--- config.mk ---
export PLATFORM = sky130hd
export DESIGN_NAME = hazard_unit_param_flat
export DESIGN_NICKNAME = d
export VERILOG_FILES = /design/src/rtl/hazard_unit_param_if.sv /design/src/rtl/hazard_unit_param.sv /design/src/flat_wrapper.sv
export SDC_FILE = /design/constraint.sdc
export NUM_CORES = 1
export LEC_CHECK = 0
export ABC_CLOCK_PERIOD_IN_PS = 2400
export CAP_MARGIN = 20
export CORE_MARGIN = 1
export CORE_UTILIZATION = 55
export CTS_CLUSTER_SIZE = 40
export DETAILED_ROUTE_END_ITERATION = 8
export DONT_BUFFER_PORTS = 1
export GPL_ROUTABILITY_DRIVEN = 0
export GPL_TIMING_DRIVEN = 0
export PLACE_DENSITY = 0.79
export REMOVE_ABC_BUFFERS = 1
export SLEW_MARGIN = 20
export SYNTH_ARGS = -nofsm -noshare
export SYNTH_HDL_FRONTEND = slang
export SYNTH_SLANG_ARGS = --single-unit
export TNS_END_PERCENT = 5
--- constraint.sdc ---
create_clock -name clk -period 2.4 [get_ports clk]
set_input_delay 0 -clock clk [delete_from_list [all_inputs] [get_ports clk]]
set_output_delay 0 -clock clk [all_outputs]
set_load 0.02 [all_outputs]
--- src/rtl/hazard_unit_param_if.sv ---
// Hazard-unit bundle: pipeline status and long-latency op events in,
// stall/flush controls, forward selects and health counters out.
interface hazard_unit_param_if #(
  parameter int NSTG = 4,
  parameter int NSRC = 2,
  parameter int AW   = 5
);
  localparam int SW = $clog2(NSTG + 1);

  logic                 i_cache_stall, d_cache_stall, alu_stallE, blank_sl;
  logic                 flush_exceptionM, flush_pred_failedM;
  logic                 jumpD, branchD, pred_takeD, branchM, pre_right;
  logic [NSRC*AW-1:0]   srcD;
  logic [NSTG-1:0]      wen_stg;
  logic [NSTG*AW-1:0]   waddr_stg;
  logic [NSTG-1:0]      notready_stg;
  logic                 lop_issue, lop_done, lop_kill;
  logic [AW-1:0]        lop_dst, lop_done_dst;

  logic [NSRC*SW-1:0]   fwd_sel;
  logic                 stallF, stallF2, stallD, stallE, stallM, stallM2, stallW;
  logic                 flushF, flushF2, flushD, flushE, flushM, flushM2, flushW;
  logic                 stallDblank, longest_stall, icache_ctl;
  logic [31:0]          stall_cnt;
  logic                 hang_err;

  modport slave (
    input  i_cache_stall, d_cache_stall, alu_stallE, blank_sl,
    input  flush_exceptionM, flush_pred_failedM,
    input  jumpD, branchD, pred_takeD, branchM, pre_right,
    input  srcD, wen_stg, waddr_stg, notready_stg,
    input  lop_issue, lop_done, lop_kill, lop_dst, lop_done_dst,
    output fwd_sel,
    output stallF, stallF2, stallD, stallE, stallM, stallM2, stallW,
    output flushF, flushF2, flushD, flushE, flushM, flushM2, flushW,
    output stallDblank, longest_stall, icache_ctl, stall_cnt, hang_err
  );

  modport master (
    output i_cache_stall, d_cache_stall, alu_stallE, blank_sl,
    output flush_exceptionM, flush_pred_failedM,
    output jumpD, branchD, pred_takeD, branchM, pre_right,
    output srcD, wen_stg, waddr_stg, notready_stg,
    output lop_issue, lop_done, lop_kill, lop_dst, lop_done_dst,
    input  fwd_sel,
    input  stallF, stallF2, stallD, stallE, stallM, stallM2, stallW,
    input  flushF, flushF2, flushD, flushE, flushM, flushM2, flushW,
    input  stallDblank, longest_stall, icache_ctl, stall_cnt, hang_err
  );
endinterface

--- src/rtl/hazard_unit_param.sv ---
// Parametrised pipeline hazard unit: decode forwarding selects, stall/flush
// generation, long-latency scoreboard, stall counter and stall watchdog.
module hazard_unit_param #(
  parameter int NSTG = 4,
  parameter int NSRC = 2,
  parameter int AW   = 5,
  parameter int WDOG = 1024
) (
  input  logic          clk,
  input  logic          rst,
  hazard_unit_param_if.slave hz
);
  localparam int SW   = $clog2(NSTG + 1);
  localparam int NREG = 1 << AW;
  localparam int RW   = $clog2(WDOG + 1);

  logic [NSRC*SW-1:0] fwd_sel_w;
  logic [NSRC-1:0]    ld_use_src, sb_hit_src;
  logic [NREG-1:0]    sb_q, sb_d;
  logic [31:0]        stall_cnt_q, stall_cnt_d;
  logic [RW-1:0]      run_q, run_d;
  logic               hang_q, hang_d;
  logic               stall_dblank, cs, longest, stall_dec, stall_exe, branch_ok;

  // Per operand: youngest matching producer wins, so scan oldest-first and overwrite.
  generate
    for (genvar gi = 0; gi < NSRC; gi++) begin : g_src
      logic [AW-1:0] src;
      logic [SW-1:0] sel;
      logic          nr;

      assign src = hz.srcD[gi*AW +: AW];

      always_comb begin
        sel = '0;
        nr  = 1'b0;
        for (int i = NSTG - 1; i >= 0; i--) begin
          if (src != '0 && hz.wen_stg[i] && hz.waddr_stg[i*AW +: AW] == src) begin
            sel = SW'(NSTG - i);
            nr  = hz.notready_stg[i];
          end
        end
      end

      assign fwd_sel_w[gi*SW +: SW] = sel;
      assign ld_use_src[gi]         = nr;
      assign sb_hit_src[gi]         = (src != '0) & sb_q[src];
    end
  endgenerate

  assign stall_dblank = (|ld_use_src) | (|sb_hit_src);
  assign cs           = hz.i_cache_stall | hz.d_cache_stall;
  assign longest      = cs | hz.alu_stallE;
  assign stall_dec    = longest | stall_dblank | hz.blank_sl;
  assign stall_exe    = longest | hz.blank_sl;
  assign branch_ok    = (~hz.branchM | hz.pre_right) & hz.branchD & hz.pred_takeD;

  assign hz.fwd_sel       = fwd_sel_w;
  assign hz.stallDblank   = stall_dblank;
  assign hz.longest_stall = longest;
  assign hz.icache_ctl    = hz.d_cache_stall | hz.alu_stallE | stall_dblank | hz.blank_sl;

  assign hz.stallF  = ~hz.flush_exceptionM & stall_dec;
  assign hz.stallF2 = stall_dec;
  assign hz.stallD  = stall_dec;
  assign hz.stallE  = stall_exe;
  assign hz.stallM  = stall_exe;
  assign hz.stallM2 = longest;
  assign hz.stallW  = ~hz.flush_exceptionM & longest;

  assign hz.flushF  = 1'b0;
  assign hz.flushF2 = hz.flush_exceptionM | hz.flush_pred_failedM
                    | ((hz.jumpD | branch_ok) & ~stall_dec);
  assign hz.flushD  = hz.flush_exceptionM | hz.flush_pred_failedM;
  assign hz.flushE  = hz.flush_exceptionM | ((hz.flush_pred_failedM | stall_dblank) & ~stall_exe);
  assign hz.flushM  = hz.flush_exceptionM;
  assign hz.flushM2 = hz.flush_exceptionM | (hz.blank_sl & ~longest);
  assign hz.flushW  = 1'b0;

  assign hz.stall_cnt = stall_cnt_q;
  assign hz.hang_err  = hang_q;

  // Issue is applied after done so a same-register set/clear leaves the bit set.
  always_comb begin
    sb_d = sb_q;
    if (hz.lop_kill) begin
      sb_d = '0;
    end else begin
      if (hz.lop_done) sb_d[hz.lop_done_dst] = 1'b0;
      if (hz.lop_issue && hz.lop_dst != '0) sb_d[hz.lop_dst] = 1'b1;
    end

    stall_cnt_d = stall_cnt_q;
    if (stall_dec && stall_cnt_q != '1) stall_cnt_d = stall_cnt_q + 32'd1;

    run_d = '0;
    if (stall_dec) run_d = (run_q == RW'(WDOG)) ? run_q : run_q + RW'(1);
    hang_d = hang_q | (run_d == RW'(WDOG));
  end

  always_ff @(posedge clk) begin
    if (rst) begin
      sb_q        <= '0;
      stall_cnt_q <= '0;
      run_q       <= '0;
      hang_q      <= 1'b0;
    end else begin
      sb_q        <= sb_d;
      stall_cnt_q <= stall_cnt_d;
      run_q       <= run_d;
      hang_q      <= hang_d;
    end
  end
endmodule

--- src/flat_wrapper.sv ---
// flat-port wrapper written by rule: the top's interface ports become plain ports
module hazard_unit_param_flat 
#(
  parameter int NSTG = 4,
  parameter int NSRC = 2,
  parameter int AW   = 5,
  parameter int WDOG = 1024
)
  (clk, rst, hz_i_cache_stall, hz_d_cache_stall, hz_alu_stallE, hz_blank_sl, hz_flush_exceptionM, hz_flush_pred_failedM, hz_jumpD, hz_branchD, hz_pred_takeD, hz_branchM, hz_pre_right, hz_srcD, hz_wen_stg, hz_waddr_stg, hz_notready_stg, hz_lop_issue, hz_lop_done, hz_lop_kill, hz_lop_dst, hz_lop_done_dst, hz_fwd_sel, hz_stallF, hz_stallF2, hz_stallD, hz_stallE, hz_stallM, hz_stallM2, hz_stallW, hz_flushF, hz_flushF2, hz_flushD, hz_flushE, hz_flushM, hz_flushM2, hz_flushW, hz_stallDblank, hz_longest_stall, hz_icache_ctl, hz_stall_cnt, hz_hang_err);
  hazard_unit_param_if #(.NSTG(NSTG), .NSRC(NSRC), .AW(AW)) hz_i ();
  input  logic clk;
  input  logic rst;
  input wire logic [$bits(hz_i.i_cache_stall)-1:0] hz_i_cache_stall;
  input wire logic [$bits(hz_i.d_cache_stall)-1:0] hz_d_cache_stall;
  input wire logic [$bits(hz_i.alu_stallE)-1:0] hz_alu_stallE;
  input wire logic [$bits(hz_i.blank_sl)-1:0] hz_blank_sl;
  input wire logic [$bits(hz_i.flush_exceptionM)-1:0] hz_flush_exceptionM;
  input wire logic [$bits(hz_i.flush_pred_failedM)-1:0] hz_flush_pred_failedM;
  input wire logic [$bits(hz_i.jumpD)-1:0] hz_jumpD;
  input wire logic [$bits(hz_i.branchD)-1:0] hz_branchD;
  input wire logic [$bits(hz_i.pred_takeD)-1:0] hz_pred_takeD;
  input wire logic [$bits(hz_i.branchM)-1:0] hz_branchM;
  input wire logic [$bits(hz_i.pre_right)-1:0] hz_pre_right;
  input wire logic [$bits(hz_i.srcD)-1:0] hz_srcD;
  input wire logic [$bits(hz_i.wen_stg)-1:0] hz_wen_stg;
  input wire logic [$bits(hz_i.waddr_stg)-1:0] hz_waddr_stg;
  input wire logic [$bits(hz_i.notready_stg)-1:0] hz_notready_stg;
  input wire logic [$bits(hz_i.lop_issue)-1:0] hz_lop_issue;
  input wire logic [$bits(hz_i.lop_done)-1:0] hz_lop_done;
  input wire logic [$bits(hz_i.lop_kill)-1:0] hz_lop_kill;
  input wire logic [$bits(hz_i.lop_dst)-1:0] hz_lop_dst;
  input wire logic [$bits(hz_i.lop_done_dst)-1:0] hz_lop_done_dst;
  output wire logic [$bits(hz_i.fwd_sel)-1:0] hz_fwd_sel;
  output wire logic [$bits(hz_i.stallF)-1:0] hz_stallF;
  output wire logic [$bits(hz_i.stallF2)-1:0] hz_stallF2;
  output wire logic [$bits(hz_i.stallD)-1:0] hz_stallD;
  output wire logic [$bits(hz_i.stallE)-1:0] hz_stallE;
  output wire logic [$bits(hz_i.stallM)-1:0] hz_stallM;
  output wire logic [$bits(hz_i.stallM2)-1:0] hz_stallM2;
  output wire logic [$bits(hz_i.stallW)-1:0] hz_stallW;
  output wire logic [$bits(hz_i.flushF)-1:0] hz_flushF;
  output wire logic [$bits(hz_i.flushF2)-1:0] hz_flushF2;
  output wire logic [$bits(hz_i.flushD)-1:0] hz_flushD;
  output wire logic [$bits(hz_i.flushE)-1:0] hz_flushE;
  output wire logic [$bits(hz_i.flushM)-1:0] hz_flushM;
  output wire logic [$bits(hz_i.flushM2)-1:0] hz_flushM2;
  output wire logic [$bits(hz_i.flushW)-1:0] hz_flushW;
  output wire logic [$bits(hz_i.stallDblank)-1:0] hz_stallDblank;
  output wire logic [$bits(hz_i.longest_stall)-1:0] hz_longest_stall;
  output wire logic [$bits(hz_i.icache_ctl)-1:0] hz_icache_ctl;
  output wire logic [$bits(hz_i.stall_cnt)-1:0] hz_stall_cnt;
  output wire logic [$bits(hz_i.hang_err)-1:0] hz_hang_err;
  assign hz_i.i_cache_stall = hz_i_cache_stall;
  assign hz_i.d_cache_stall = hz_d_cache_stall;
  assign hz_i.alu_stallE = hz_alu_stallE;
  assign hz_i.blank_sl = hz_blank_sl;
  assign hz_i.flush_exceptionM = hz_flush_exceptionM;
  assign hz_i.flush_pred_failedM = hz_flush_pred_failedM;
  assign hz_i.jumpD = hz_jumpD;
  assign hz_i.branchD = hz_branchD;
  assign hz_i.pred_takeD = hz_pred_takeD;
  assign hz_i.branchM = hz_branchM;
  assign hz_i.pre_right = hz_pre_right;
  assign hz_i.srcD = hz_srcD;
  assign hz_i.wen_stg = hz_wen_stg;
  assign hz_i.waddr_stg = hz_waddr_stg;
  assign hz_i.notready_stg = hz_notready_stg;
  assign hz_i.lop_issue = hz_lop_issue;
  assign hz_i.lop_done = hz_lop_done;
  assign hz_i.lop_kill = hz_lop_kill;
  assign hz_i.lop_dst = hz_lop_dst;
  assign hz_i.lop_done_dst = hz_lop_done_dst;
  assign hz_fwd_sel = hz_i.fwd_sel;
  assign hz_stallF = hz_i.stallF;
  assign hz_stallF2 = hz_i.stallF2;
  assign hz_stallD = hz_i.stallD;
  assign hz_stallE = hz_i.stallE;
  assign hz_stallM = hz_i.stallM;
  assign hz_stallM2 = hz_i.stallM2;
  assign hz_stallW = hz_i.stallW;
  assign hz_flushF = hz_i.flushF;
  assign hz_flushF2 = hz_i.flushF2;
  assign hz_flushD = hz_i.flushD;
  assign hz_flushE = hz_i.flushE;
  assign hz_flushM = hz_i.flushM;
  assign hz_flushM2 = hz_i.flushM2;
  assign hz_flushW = hz_i.flushW;
  assign hz_stallDblank = hz_i.stallDblank;
  assign hz_longest_stall = hz_i.longest_stall;
  assign hz_icache_ctl = hz_i.icache_ctl;
  assign hz_stall_cnt = hz_i.stall_cnt;
  assign hz_hang_err = hz_i.hang_err;
  hazard_unit_param #(.NSTG(NSTG), .NSRC(NSRC), .AW(AW), .WDOG(WDOG)) u_core (.clk(clk), .rst(rst), .hz(hz_i));
endmodule
* Yosys cells after proc, flatten, opt, wreduce, memory -nomap -nowiden *
Cells that the tools add are included.

storage, ports and cells
  bits in registers = 76
  bits of input ports = 64
  output and inout port bits = 56
  logic and storage cells = 112

operators by class
  add/subtract/negate cells = 2
  magnitude comparators = 6
  eq/ne operators = 11
  muxes and demuxes = 29
  bitwise gates (word level) = 34
  reductions and logical operators = 26

operators by type and width
  operator                                              count
  two-way mux 32 bit                                    3
  == test 5 bit                                         8
  adder 32 x 1 -> 32 bit (second input constant)        1
  AND 32 bit                                            1
  inequality test 32 bit (second input constant)        1
  inverter 32 bit                                       1
  bitwise OR 32 bit                                     1
  < comparator 5 x 6 -> 1 bit (second input constant)   4
  == test 11 bit (second input constant)                2
  two-way mux 11 bit                                    2
  logical AND 1 bit                                     20
  bitwise OR 1 bit                                      17
  nonzero test 5 bit                                    3
  two-way mux 1 bit                                     14
  adder 11 x 1 -> 11 bit (second input constant)        1
  binary-select mux 1 bit (select 5 bit)                2
  demux 1 bit (select 5 bit)                            2
  >= comparator 5 x 1 -> 1 bit (second input constant)  2
  AND 1 bit                                             9
  two-way mux 2 bit                                     4
  two-way mux 3 bit                                     2
  OR reduction 2 bit                                    3
  inverter 1 bit                                        5

* Longest topological paths before layout *
Gate-level depths: netlist (run 1).

  depth after elaboration = 14
  mapped depth = 13
  gate-level depth less buffers = 10

* Worst setup path after synthesis (run 1) *
Ideal clock, no wire load.

  path type = flip-flop to flip-flop
  start = reg u_core.stall_cnt_q[3] (netlist: u_core.hz.stall_cnt[3])
  end = reg u_core.stall_cnt_q[5] (netlist: u_core.hz.stall_cnt[5])
  library setup time = 0.121 ns
  data arrival time = 2.513 ns
  data required time = 2.279 ns
  slack = -0.234 ns
  cell stages (with the launch flop) = 10
  buffers on the path = 1
  clock period less this slack = 2.634 ns
  path through = dfxtp_1 nand4_1 or4_1 nor3_2 and3_1 nor2b_1 buf_2 nand2b_1 nor3_1 mux2_2

on the way
  longest elaborated chain between the ends = 2
  elaborated cells between the ends (all ways) = 3
  classes of those cells = add/sub: 1; eq/ne: 1; reduce/logical: 1

ends and longest elaborated chain
  element                                                         RTL line                  text
  start: declaration                                              hazard_unit_param.sv:20   logic [31:0] stall_cnt_q, stall_cnt_d;
  start signal: assignment                                        hazard_unit_param.sv:109  stall_cnt_q <= stall_cnt_d;
  branches (longest 2 deep; another with adder 32 x 1 -> 32 bit)  --

Several ways; the timed one is not identified.
A chain may end at the register's enable or synchronous reset.

* Final worst setup path (run 1) *
  start = reg u_core.sb_q[19]
  end = out hz_flushF2

on the way
  longest elaborated chain between the ends = 10
  elaborated cells between the ends (all ways) = 13
  classes of those cells = mux: 4; bitwise: 8; reduce/logical: 1

ends and longest elaborated chain
  element                                  RTL line                  text
  start: declaration                       hazard_unit_param.sv:19   logic [NREG-1:0] sb_q, sb_d;
  start signal: assignment                 hazard_unit_param.sv:103  sb_q <= '0;
  start signal: assignment                 hazard_unit_param.sv:108  sb_q <= sb_d;
  binary-select mux 1 bit (select 5 bit)   hazard_unit_param.sv:47   assign sb_hit_src[gi] = (src != '0) & sb_q[src];
  two-way mux 1 bit (not written as such)  hazard_unit_param.sv:47
  AND 1 bit                                hazard_unit_param.sv:47
  OR reduction 2 bit *                     hazard_unit_param.sv:51   assign stall_dblank = (|ld_use_src) | (|sb_hit_src);
  bitwise OR 1 bit *                       hazard_unit_param.sv:51
  bitwise OR 1 bit * (2 in series)         hazard_unit_param.sv:54   assign stall_dec = longest | stall_dblank | hz.blank_sl;
  net hz_stallD                            flat_wrapper.sv:36        output wire logic [$bits(hz_i.stallD)-1:0] hz_stallD;
  inverter 1 bit *                         hazard_unit_param.sv:73   | ((hz.jumpD | branch_ok) & ~stall_dec);
  AND 1 bit *                              hazard_unit_param.sv:73
  bitwise OR 1 bit *                       hazard_unit_param.sv:73
  end: declaration                         flat_wrapper.sv:42        output wire logic [$bits(hz_i.flushF2)-1:0] hz_flushF2;

The timed path passes the listed nets; every way through them passes the cells marked *. The select of a mux whose other input is x is not followed.

==> reports/results.tsv, run 1 <==
stage	metric	value	unit
global_route	routing usage on met3	8.38	%
cells_and_area	layout cell share with drive strength beyond 1	18.5	%
timing	Tmin final	2870	ps
synth	Seq/Total Area, Yosys	30.0	%
power	VDD IR max	257	uV
routing	WL final	14.0	mm
synth	warnings from Yosys	0	
synth	number of synthesized flops with an enable pin	0	
routing	DR vias/cell	6.60	
clock_network	clock-pin slew on the worst setup and hold paths	90	ps
setup_path	FF-to-FF path depth	10	
timing	RSZ-0062 raised after global routing	yes	
global_route	Total GRT Usage	29.2	%
die	Starting Density	57.5	%
setup_path	reg2reg setup slack	-330	ps
cells_and_area	ANT cells	0	
timing	Max Slew Vio Count	0	
setup_path	Crit. Startpoint	u_core.sb_q[19]	
die	area of the die	0.00960	mm^2
timing	worst hold slack	0.248	ps
die	row cnt	34	
clock_network	Clock Root Buffer	clkbuf_8	
clock_network	H-tree depth	3	
global_route	initial antenna violation count	0	
routing	antenna-violating nets left	0	
cells_and_area	post-route cell area	0.00561	mm^2
cells_and_area	Nets	674	
die	Core Area	0.00881	mm^2
setup_path	worst-path cell chain	mux4_2 -> mux2i_2 -> o221ai_2 -> o311ai_2 -> and4_4 -> and4_4 -> buf_16 -> clkinvlp_4 -> o21bai_4	
clock_network	CTS sink count	76	
timing	final-report hold violation count	0	
timing	Worst-Margin Slew	968	ps
job	max-cap check violation count	0	
global_route	global route hottest layer	met2	
setup_path	most used cell, CP	and4_4	
synth	Synth Instances	609	
die	Die Y	98.0	um
clock_network	TritonCTS clock tree	yes	
timing	Setup Viol. Count Final	50	
die	io pins	120	
placement	Placement Cell Area	0.00494	mm^2
placement	Post-DP HPWL	8.77	mm
routing	routed wire length per instance	19.5	um
timing	max frequency	349	MHz
timing	Worst Slack Setup Final	-467	ps
setup_path	end of the critical path	hz_flushF2	
global_route	met2 usage	45.4	%
routing	routed vias	4749	
power	Pwr Total	2.62	mW
routing	DRC	14	
setup_path	WP data arrival	2870	ps
synth	share of flip-flops with an asynchronous set or reset	0	%
timing	relative slew slack	34.9	%
synth	FF+latch count, synth	76	
setup_path	crit-path max cell delay	490	ps
setup_path	FF-to-FF Start	u_core.sb_q[19]	
outcome	status	complete, but fails checks	
global_route	vias in the first global route	4459	
timing	setup_tns	-8840	ps
hold_path	Hold Crit Class	input pin to primary output	
power	pwr/cell area	467	mW/mm^2
placement	Port Buffer Count	0	
synth	syn_area_per_cell	8.32	um^2
setup_path	worst endpoint required time	2400	ps
global_route	first-pass GRT wire length	22.3	mm
routing	DR iter-0 viols	506	
setup_path	crit path capture type	primary output	
clock_network	number of buffers created by CTS	9	
timing	final period utilization	119	%
outcome	failing checks	DRC, setup timing	
setup_path	Crit Reg-Reg Endpoint	u_core.run_q[10]	
die	die width	98.0	um
global_route	Overflow after GRT	0	
setup_path	Max FO, Critical Path	6	
power	Leak	1.78	nW
clock_network	clock latency on the worst-skew pair	360	ps
global_route	largest net degree at the start of global routing	40	
synth	Synth Cell Area	0.00506	mm^2
cells_and_area	Area Growth Syn to Fin	10.7	%
timing	clk_skew	14.3	ps
global_route	M1 GR Usage	37.6	%
clock_network	Max Buffers Root-to-Sink	2	
synth	most used flip-flop cell after synthesis	dfxtp_1	
setup_path	crit start category	flip-flop	
routing	router iterations before antenna repair	8	
setup_path	Setup CP Type	flip-flop to primary output	
setup_path	slowest CP cell	mux4_2	
synth	Unique masters post-synth	57	
[metal layers]
layer | up-vias | share of wire (%) | routed length, um
li1 | 2228 | - | -
met5 | - | 0 | 0
met2 | 257 | 46 | 6480
met1 | 2228 | 41 | 5730
met4 | 0 | 2.8 | 389
met3 | 36 | 10 | 1420
[kinds of logic after synthesis]
group	after synthesis	share of synthesized area, %
AND/OR/NAND/NOR	245	27.5
other	1	0.0740
XOR/XNOR	49	8.77
buffers and inverters	60	7.02
multiplexers	27	9.24
flip-flops	76	30.0
AO/OA/AOI/OAI	148	16.6
adder cells (fa/ha/maj)	3	0.741
[how the worst min path moves through the flow]
stage,start,endpoint,slack (ps),cells after the start
after CTS,hz_flush_exceptionM,hz_flushM,0.4,0
after global placement,hz_flush_exceptionM,hz_flushM,0.3,0
after floorplan,hz_flush_exceptionM,hz_flushM,0,0
after detailed placement,hz_flush_exceptionM,hz_flushM,0.4,0
final,hz_flush_exceptionM,hz_flushM,0.2,0
after global routing,hz_flush_exceptionM,hz_flushM,0.3,0
[synthesized netlist by cell type (3+ instances only)]
cell type,count,area share (%)
inv_1,15,1.1
xor2_1,16,2.8
nand3b_1,9,1.3
and2_1,4,0.49
dfxtp_1,76,30
a21oi_1,67,6.6
buf_4,11,1.6
or4_1,24,3.6
and3_1,10,1.2
nand4_1,14,1.7
nor2_1,42,3.1
nor3_1,7,0.69
or3_1,11,1.4
nand2b_1,10,1.2
o21ai_0,42,4.2
o31ai_1,20,3.0
buf_6,8,1.8
ha_1,3,0.74
buf_2,10,0.99
nand3_1,25,2.5
and4_1,5,0.86
mux2_2,8,1.8
clkbuf_1,13,0.96
or3b_2,3,0.52
xnor2_1,31,5.4
nor3b_1,7,1.0
or4b_1,4,0.79
nor4_2,4,0.99
and3b_1,4,0.69
mux2i_1,4,0.79
or2_2,5,0.62
mux4_1,3,1.6
mux4_2,11,4.9
nand2_1,49,3.6
[cells in the final DEF, fill, tap and decap left out, types with 11 or more instances in the layout]
master	netlist	final
nor2_1	42	40
inv_1	15	14
o21ai_0	42	42
dlygate4sd3_1	0	17
or4_1	24	18
nand4_1	14	14
dfxtp_2	0	12
xnor2_1	31	31
xor2_1	16	16
a21oi_1	67	62
dfxtp_1	76	59
o31ai_1	20	20
nand3_1	25	23
nand2_1	49	49
mux4_2	11	13
or3_1	11	11
[flip-flops by register name, summed over array words and instances (netlist names)]
| name | cells |
|---|---|
| u_core.hz.hang_err | 1 |
| u_core.hz.stall_cnt | 32 |
| u_core.run_q | 11 |
| u_core.sb_q | 32 |
[metrics by stage]
| stage | std cells | worst slack, ps | util, % |
|---|---|---|---|
| finish | 720 | -467 | 63.7 |
| global route | 720 | -566 | 63.7 |
| CTS | 719 | -490 | 62.8 |
| detailed placement | 674 | -1170 | 56.1 |
| global placement | 673 | -2360 | 55.7 |
| floorplan | 565 | -1450 | - |
[timing repair]
action,in CTS,in global routing
pin swaps,5,12
gates cloned,4,0
setup endpoints to repair,50,50
setup buffers,7,1
hold endpoints to repair,73,0
hold buffers,18,0
resized for setup,35,24
[report_power, final]
group          total (mW)  leakage, nW  internal (mW)  switching, mW
clock network        1.01       0.0975          0.492          0.516
logic               0.322         1.06          0.151          0.172
registers            1.29        0.623           1.27         0.0210
[worst max-delay path: cells and delay by family, from the launching register on]
family,cells,cell delay (ps)
multiplexers,2,720
buffers and inverters,2,410
flip-flops,1,330
AND/OR/NAND/NOR,2,510
AO/OA/AOI/OAI,3,520
[layout make-up]
class	instances	area (um^2)
multi-input cells	477	3340
fillers	698	3200
flip-flops and latches	76	1560
repair buffers	28	318
well taps	108	135
clock buffers	10	128
clock inverters	6	72.6
inverters	15	60.1
Note: power is estimated with default switching activity, not from simulation.
==> run 2: changes to the inputs <==
CELL_PAD_IN_SITES_DETAIL_PLACEMENT = 0   (was default)
CELL_PAD_IN_SITES_GLOBAL_PLACEMENT = 1   (was default)
CORE_UTILIZATION = 43   (was 55)
PLACE_DENSITY = 0.83   (was 0.79)
==> run 2 against run 1 <==
Combinational power fell by 2%. Sequential power is essentially flat. Cell area rose by 2.2%. Hold slack barely moved. Clock skew down 9.5 ps. Register-to-register slack better by 60 ps. Clock-buffer cell count did not move. Highest routed layer unchanged. First-iteration DRC count decreased by 34%. Worst setup slack better by 59 ps. Cell count increased by 4.3%. The run ends with setup timing left. Sequential cell count did not move.
==> reports/results.tsv, run 2 (synthesis gave the netlist of run 1 again) <==
stage	metric	value	unit	change
outcome	status	complete, but fails checks		
outcome	failing checks	setup timing		
timing	Tmin final	2810	ps	-59.3 ps
routing	DRC	0		-14
placement	dpl cells	710		+5.3%
routing	DR iter-0 viols	336		-34%
setup_path	worst endpoint required time	2400	ps	about the same
die	area of the die	0.0122	mm^2	+27%
timing	relative slew slack	43.8	%	+8.9 points
die	die width	111	um	+13%
cells_and_area	layout cell share with drive strength beyond 1	18.9	%	+0.48 points
setup_path	crit path capture type	primary output		
clock_network	number of buffers created by CTS	9		unchanged
power	Pwr Total	2.95	mW	+13%
cells_and_area	commonest non-fill, non-tap cells in the layout	a21oi_1 (61), dfxtp_1 (61), nand2_1 (49), o21ai_0 (42), nor2_1 (38)		
global_route	vias in the first global route	4492		+0.74%
setup_path	Setup CP Type	flip-flop to primary output		
timing	RSZ-0062 raised after global routing	yes		
power	VDD IR max	511	uV	+99%
clock_network	CTS sink count	76		unchanged
global_route	Total GRT Usage	23.2	%	-6.0 points
cells_and_area	fillers	1063		+52%
timing	Max Slew Vio Count	0		unchanged
routing	routed vias	4707		-0.88%
die	Die Y	111	um	+13%
timing	Worst-Margin Slew	836	ps	-132 ps
routing	routed wire length per instance	18.8	um	-3.2%
routing	DR vias/cell	6.27		-5.0%
cells_and_area	final std cells w/o fill	751		+4.3%
global_route	largest net degree at the start of global routing	40		unchanged
timing	final-report hold violation count	0		unchanged
cells_and_area	Final Util	50.0	%	-14 points
clock_network	TritonCTS clock tree	yes		
die	Core Area	0.0115	mm^2	+30%
global_route	Overflow after GRT	0		unchanged
timing	final period utilization	117	%	-2.5 points
clock_network	H-tree depth	3		unchanged
setup_path	Max FO, Critical Path	6		unchanged
routing	antenna-violating nets left	0		unchanged
global_route	routing usage on met3	7.30	%	-1.1 points
clock_network	clock-pin slew on the worst setup and hold paths	60	ps	-30 ps
timing	clk_skew	4.80	ps	-9.51 ps
routing	router iterations before antenna repair	5		-3
setup_path	WP data arrival	2810	ps	-60 ps
global_route	M1 GR Usage	28.2	%	-9.4 points
cells_and_area	Nets	669		-0.74%
job	max-cap check violation count	0		unchanged
cells_and_area	multi-input logic area	0.00332	mm^2	-0.45%
hold_path	Hold Crit Class	input pin to primary output		
setup_path	crit start category	flip-flop		
timing	Worst Slack Setup Final	-408	ps	+59.3 ps
clock_network	Clock Root Buffer	clkbuf_16		
global_route	global route hottest layer	met2		
timing	max frequency	356	MHz	+2.1%
routing	WL final	14.2	mm	+1.0%
cells_and_area	Area Growth Syn to Fin	13.1	%	
global_route	initial antenna violation count	1		+1
clock_network	clock latency on the worst-skew pair	350	ps	about the same
timing	Setup Viol. Count Final	48		-4.0%
timing	worst hold slack	0.466	ps	+0.218 ps
global_route	first-pass GRT wire length	22.9	mm	+2.9%
global_route	met2 usage	37.6	%	-7.9 points
cells_and_area	FF+latch area	0.00155	mm^2	-0.48%
clock_network	Max Buffers Root-to-Sink	2		unchanged
placement	Port Buffer Count	0		unchanged
power	Leak	1.82	nW	+2.2%
placement	pre-CTS setup slack	-1050	ps	+124 ps
die	Starting Density	44.2	%	-13 points
power	pwr/cell area	515	mW/mm^2	+10%
die	row cnt	39		+15%
placement	Post-DP HPWL	9.24	mm	+5.3%
die	io pins	120		unchanged
run 2: cell types whose count changed in the layout (fill, tap and decap cells not counted), sizes merged:
| cell | before | now |
|---|---|---|
| clkinv | 2 | 4 |
| inv | 16 | 14 |
| dlygate4sd3 | 17 | 12 |
| buf | 10 | 12 |
| diode | 0 | 1 |
| nor2b | 4 | 2 |
run 2: per-stage QoR:
| stage | TNS (ps) | area, um^2 |
|---|---|---|
| floorplan | -48200 | 4770 |
| detailed placement | -30880 | 5020 |
| finish | -7170 | 5730 |
| global placement | -90860 | 4950 |
| CTS | -9260 | 5660 |
| global route | -11560 | 5730 |
run 2: routing by layer:
metal	share of wire, %	wire length [um]
met4	2.1	295
met2	48	6820
met3	8.8	1250
met1	41	5790
met5	0	0
run 2: cell type report:
cell class	instances	area share [%]
Multi-Input combinational cell	475	58.0
Sequential cell	76	27.0
Timing Repair Buffer	25	5.63
Clock buffer	10	4.00
Tap cell	143	3.12
Clock inverter	6	1.14
Inverter	15	1.05
Antenna cell	1	0.0437
run 2: final timing paths:
path	start	endpoint	slack (ps)	cells after the start
min reg2reg	u_core.sb_q[0]	u_core.sb_q[0]	490	1
max	u_core.sb_q[19]	hz_flushF2	-410	9
max reg2reg	u_core.sb_q[19]	u_core.run_q[0]	-270	10
min	hz_flush_exceptionM	hz_flushM	0.5	0
run 2: where the power goes:
part	internal, mW	switching, mW
Sequential	1.27	0.0222
Combinational	0.146	0.169
Clock	0.804	0.540
Total	2.22	0.731
run 2: timing repair:
| item | 4_1_cts | 5_1_grt |
|---|---|---|
| cloned | 4 | 0 |
| hold buffers | 13 | 0 |
| setup buffers | 7 | 0 |
| pin swaps | 23 | 7 |
| endpoints found under the hold margin | 61 | 0 |
| resized for setup | 34 | 28 |
| endpoints found under the setup margin | 50 | 50 |
run 2: critical path, cell delays in order, from the launching register on:
cell        delay [ps]
dfxtp_2            330
mux4_2             480
mux2i_2            210
nor3b_2             70
a31oi_1            160
and4_4             260
and4_4             250
buf_16             120
clkinvlp_4         270
o21bai_4           300
==> run 3: changes to the inputs <==
SETUP_SLACK_MARGIN = 0.5   (was default)
==> run 3 against run 2 <==
Cell count decreased by 0.27%. The flow still finishes with violations (setup timing). Critical path depth unchanged. Clock-buffer cell count unchanged. Worst setup slack got worse by 8.9 ps. Core utilization decreased by 0.15 points. Via count decreased by 0.74%. Non-clock buffer count decreased by 2. Power about the same. Sequential cell count unchanged. Critical path type unchanged.
==> reports/results.tsv, run 3 (synthesis gave the netlist of run 1 again) <==
stage	metric	value	unit	change
power	pwr/cell area	517	mW/mm^2	+0.40%
timing	setup_tns	-7540	ps	-368 ps
timing	max frequency	355	MHz	-0.32%
routing	routed vias	4672		-0.74%
cells_and_area	commonest non-fill, non-tap cells in the layout	a21oi_1 (62), dfxtp_1 (61), nand2_1 (49), o21ai_0 (42), nor2_1 (38)		
timing	RSZ-0062 raised after global routing	yes		
global_route	Total GRT Usage	23.2	%	about the same
die	area of the die	0.0122	mm^2	unchanged
cells_and_area	fillers	1067		+0.38%
routing	DR iter-0 viols	324		-3.6%
setup_path	worst endpoint required time	2400	ps	about the same
timing	Setup Viol. Count Final	49		+2.1%
placement	Post-DP HPWL	9.24	mm	unchanged
die	Die Y	111	um	unchanged
global_route	largest net degree at the start of global routing	40		unchanged
cells_and_area	layout cell share with drive strength beyond 1	18.8	%	-0.10 points
clock_network	clock-pin slew on the worst setup and hold paths	60	ps	about the same
setup_path	FF-to-FF path depth	10		unchanged
clock_network	number of buffers created by CTS	9		unchanged
die	row cnt	39		unchanged
global_route	first-pass GRT wire length	22.9	mm	unchanged
global_route	vias in the first global route	4503		+0.24%
routing	WL final	14.1	mm	-0.18%
routing	DRC	0		unchanged
timing	relative slew slack	44.1	%	+0.30 points
setup_path	reg2reg setup slack	-280	ps	about the same
die	Starting Density	44.2	%	unchanged
setup_path	WP data arrival	2820	ps	about the same
global_route	Overflow after GRT	0		unchanged
timing	final-report hold violation count	0		unchanged
setup_path	Max FO, Critical Path	6		unchanged
clock_network	CTS sink count	76		unchanged
setup_path	crit start category	flip-flop		
global_route	initial antenna violation count	1		unchanged
power	Pwr Total	2.96	mW	about the same
die	Core Area	0.0115	mm^2	unchanged
timing	Worst Slack Setup Final	-417	ps	-8.93 ps
power	VDD IR max	512	uV	+0.15%
hold_path	Hold Crit Class	input pin to primary output		
routing	router iterations before antenna repair	5		unchanged
cells_and_area	Nets	667		-0.30%
setup_path	Setup CP Type	flip-flop to primary output		
clock_network	clock latency on the worst-skew pair	350	ps	about the same
placement	Port Buffer Count	0		unchanged
cells_and_area	Final Util	49.8	%	-0.15 points
clock_network	Clock Root Buffer	clkbuf_16		
clock_network	Max Buffers Root-to-Sink	2		unchanged
outcome	status	complete, but fails checks		
placement	pre-CTS setup slack	-1050	ps	unchanged
setup_path	FF-to-FF Start	u_core.sb_q[19]		
routing	antenna-violating nets left	0		unchanged
routing	routed wire length per instance	18.9	um	about the same
power	Leak	1.81	nW	-0.44%
outcome	failing checks	setup timing		
timing	clk_skew	5.26	ps	+0.452 ps
die	io pins	120		unchanged
setup_path	crit path capture type	primary output		
timing	Max Slew Vio Count	0		unchanged
cells_and_area	leading cell type in the layout, fill and taps excluded	a21oi_1		
hold_path	worst-case hold path end point	hz_flushM		
clock_network	H-tree depth	3		unchanged
timing	Tmin final	2820	ps	+8.93 ps
timing	Worst-Margin Slew	832	ps	-4.49 ps
timing	final period utilization	117	%	+0.37 points
die	die width	111	um	unchanged
setup_path	Crit Reg-Reg Endpoint	u_core.run_q[0]		
routing	DR vias/cell	6.24		-0.48%
cells_and_area	Area Growth Syn to Fin	12.8	%	
job	max-cap check violation count	0		unchanged
hold_path	Hold Startpoint	hz_flush_exceptionM		
hold_path	worst hold stages	0		unchanged
clock_network	TritonCTS clock tree	yes		
==> run 3: cell types whose count changed in the layout (fill, tap and decap cells not counted) <==
cell	change
a21oi_2	-1
and4_4	-1
nand3_4	+1
nand3_2	-1
and4_2	+1
a21oi_1	+1
dlygate4sd3_1	-2
==> run 3: timing repair <==
item                                    in CTS  in global routing
buffers inserted                             7                  0
hold buffers                                11                  0
pin swaps                                   23                  7
endpoints found under the setup margin      51                 51
cloned                                       4                  0
hold endpoints to repair                    61                  0
resized for setup                           35                 26
==> run 3: worst max-delay path by stage <==
stage                                      start                endpoint  slack, ps
after floorplan           u_core.hz.stall_cnt[3]  u_core.hz.stall_cnt[5]      -1450
after global placement    u_core.hz.stall_cnt[3]  u_core.hz.stall_cnt[5]      -2460
after detailed placement  u_core.hz.stall_cnt[4]  u_core.hz.stall_cnt[5]      -1050
after CTS                        u_core.sb_q[19]              hz_flushF2       -440
after global routing             u_core.sb_q[19]              hz_flushF2       -490
final                            u_core.sb_q[19]              hz_flushF2       -420
==> run 3: metal layers <==
metal	GRT usage, %	vias to the layer above	wire (um)
met1	28.2	2233	5860
met4	10.1	0	287
met2	37.6	203	6790
met5	0	-	0
met3	7.30	19	1200
li1	-	2217	-
==> run 3: final cells by class <==
class                           count  area (um^2)  area share [%]
Multi-Input combinational cell    475         3330            58.2
Tap cell                          143          179            3.13
Timing Repair Buffer               23          303            5.30
Antenna cell                        1         2.50          0.0438
Clock buffer                       10          229            4.01
Sequential cell                    76         1550            27.1
Clock inverter                      6         65.1            1.14
Inverter                           15         60.1            1.05
==> run 3: stage by stage <==
| stage | instance area, um^2 | hold WS (ps) | cells |
|---|---|---|---|
| final | 5710 | 0.466 | 749 |
| after global routing | 5710 | 0.357 | 748 |
| after CTS | 5640 | 0.534 | 748 |
| after detailed placement | 5020 | 0.523 | 710 |
| after global placement | 4950 | 0.524 | 708 |
| after floorplan | 4770 | 0 | 565 |
==> run 3: worst max-delay path: stages (launching register included) <==
cell and delay [ps]:
dfxtp_2 330, mux4_2 480, mux2i_2 210, nor3b_2 70
a31oi_1 160, and4_4 260, and4_4 260, buf_16 120
clkinvlp_4 270, o21bai_4 300
==> run 3: report_power, final <==
part	leakage (nW)	switching [mW]	total, mW	internal, mW
registers	0.621	0.0221	1.29	1.27
logic	1.05	0.169	0.316	0.147
clock network	0.142	0.541	1.35	0.804
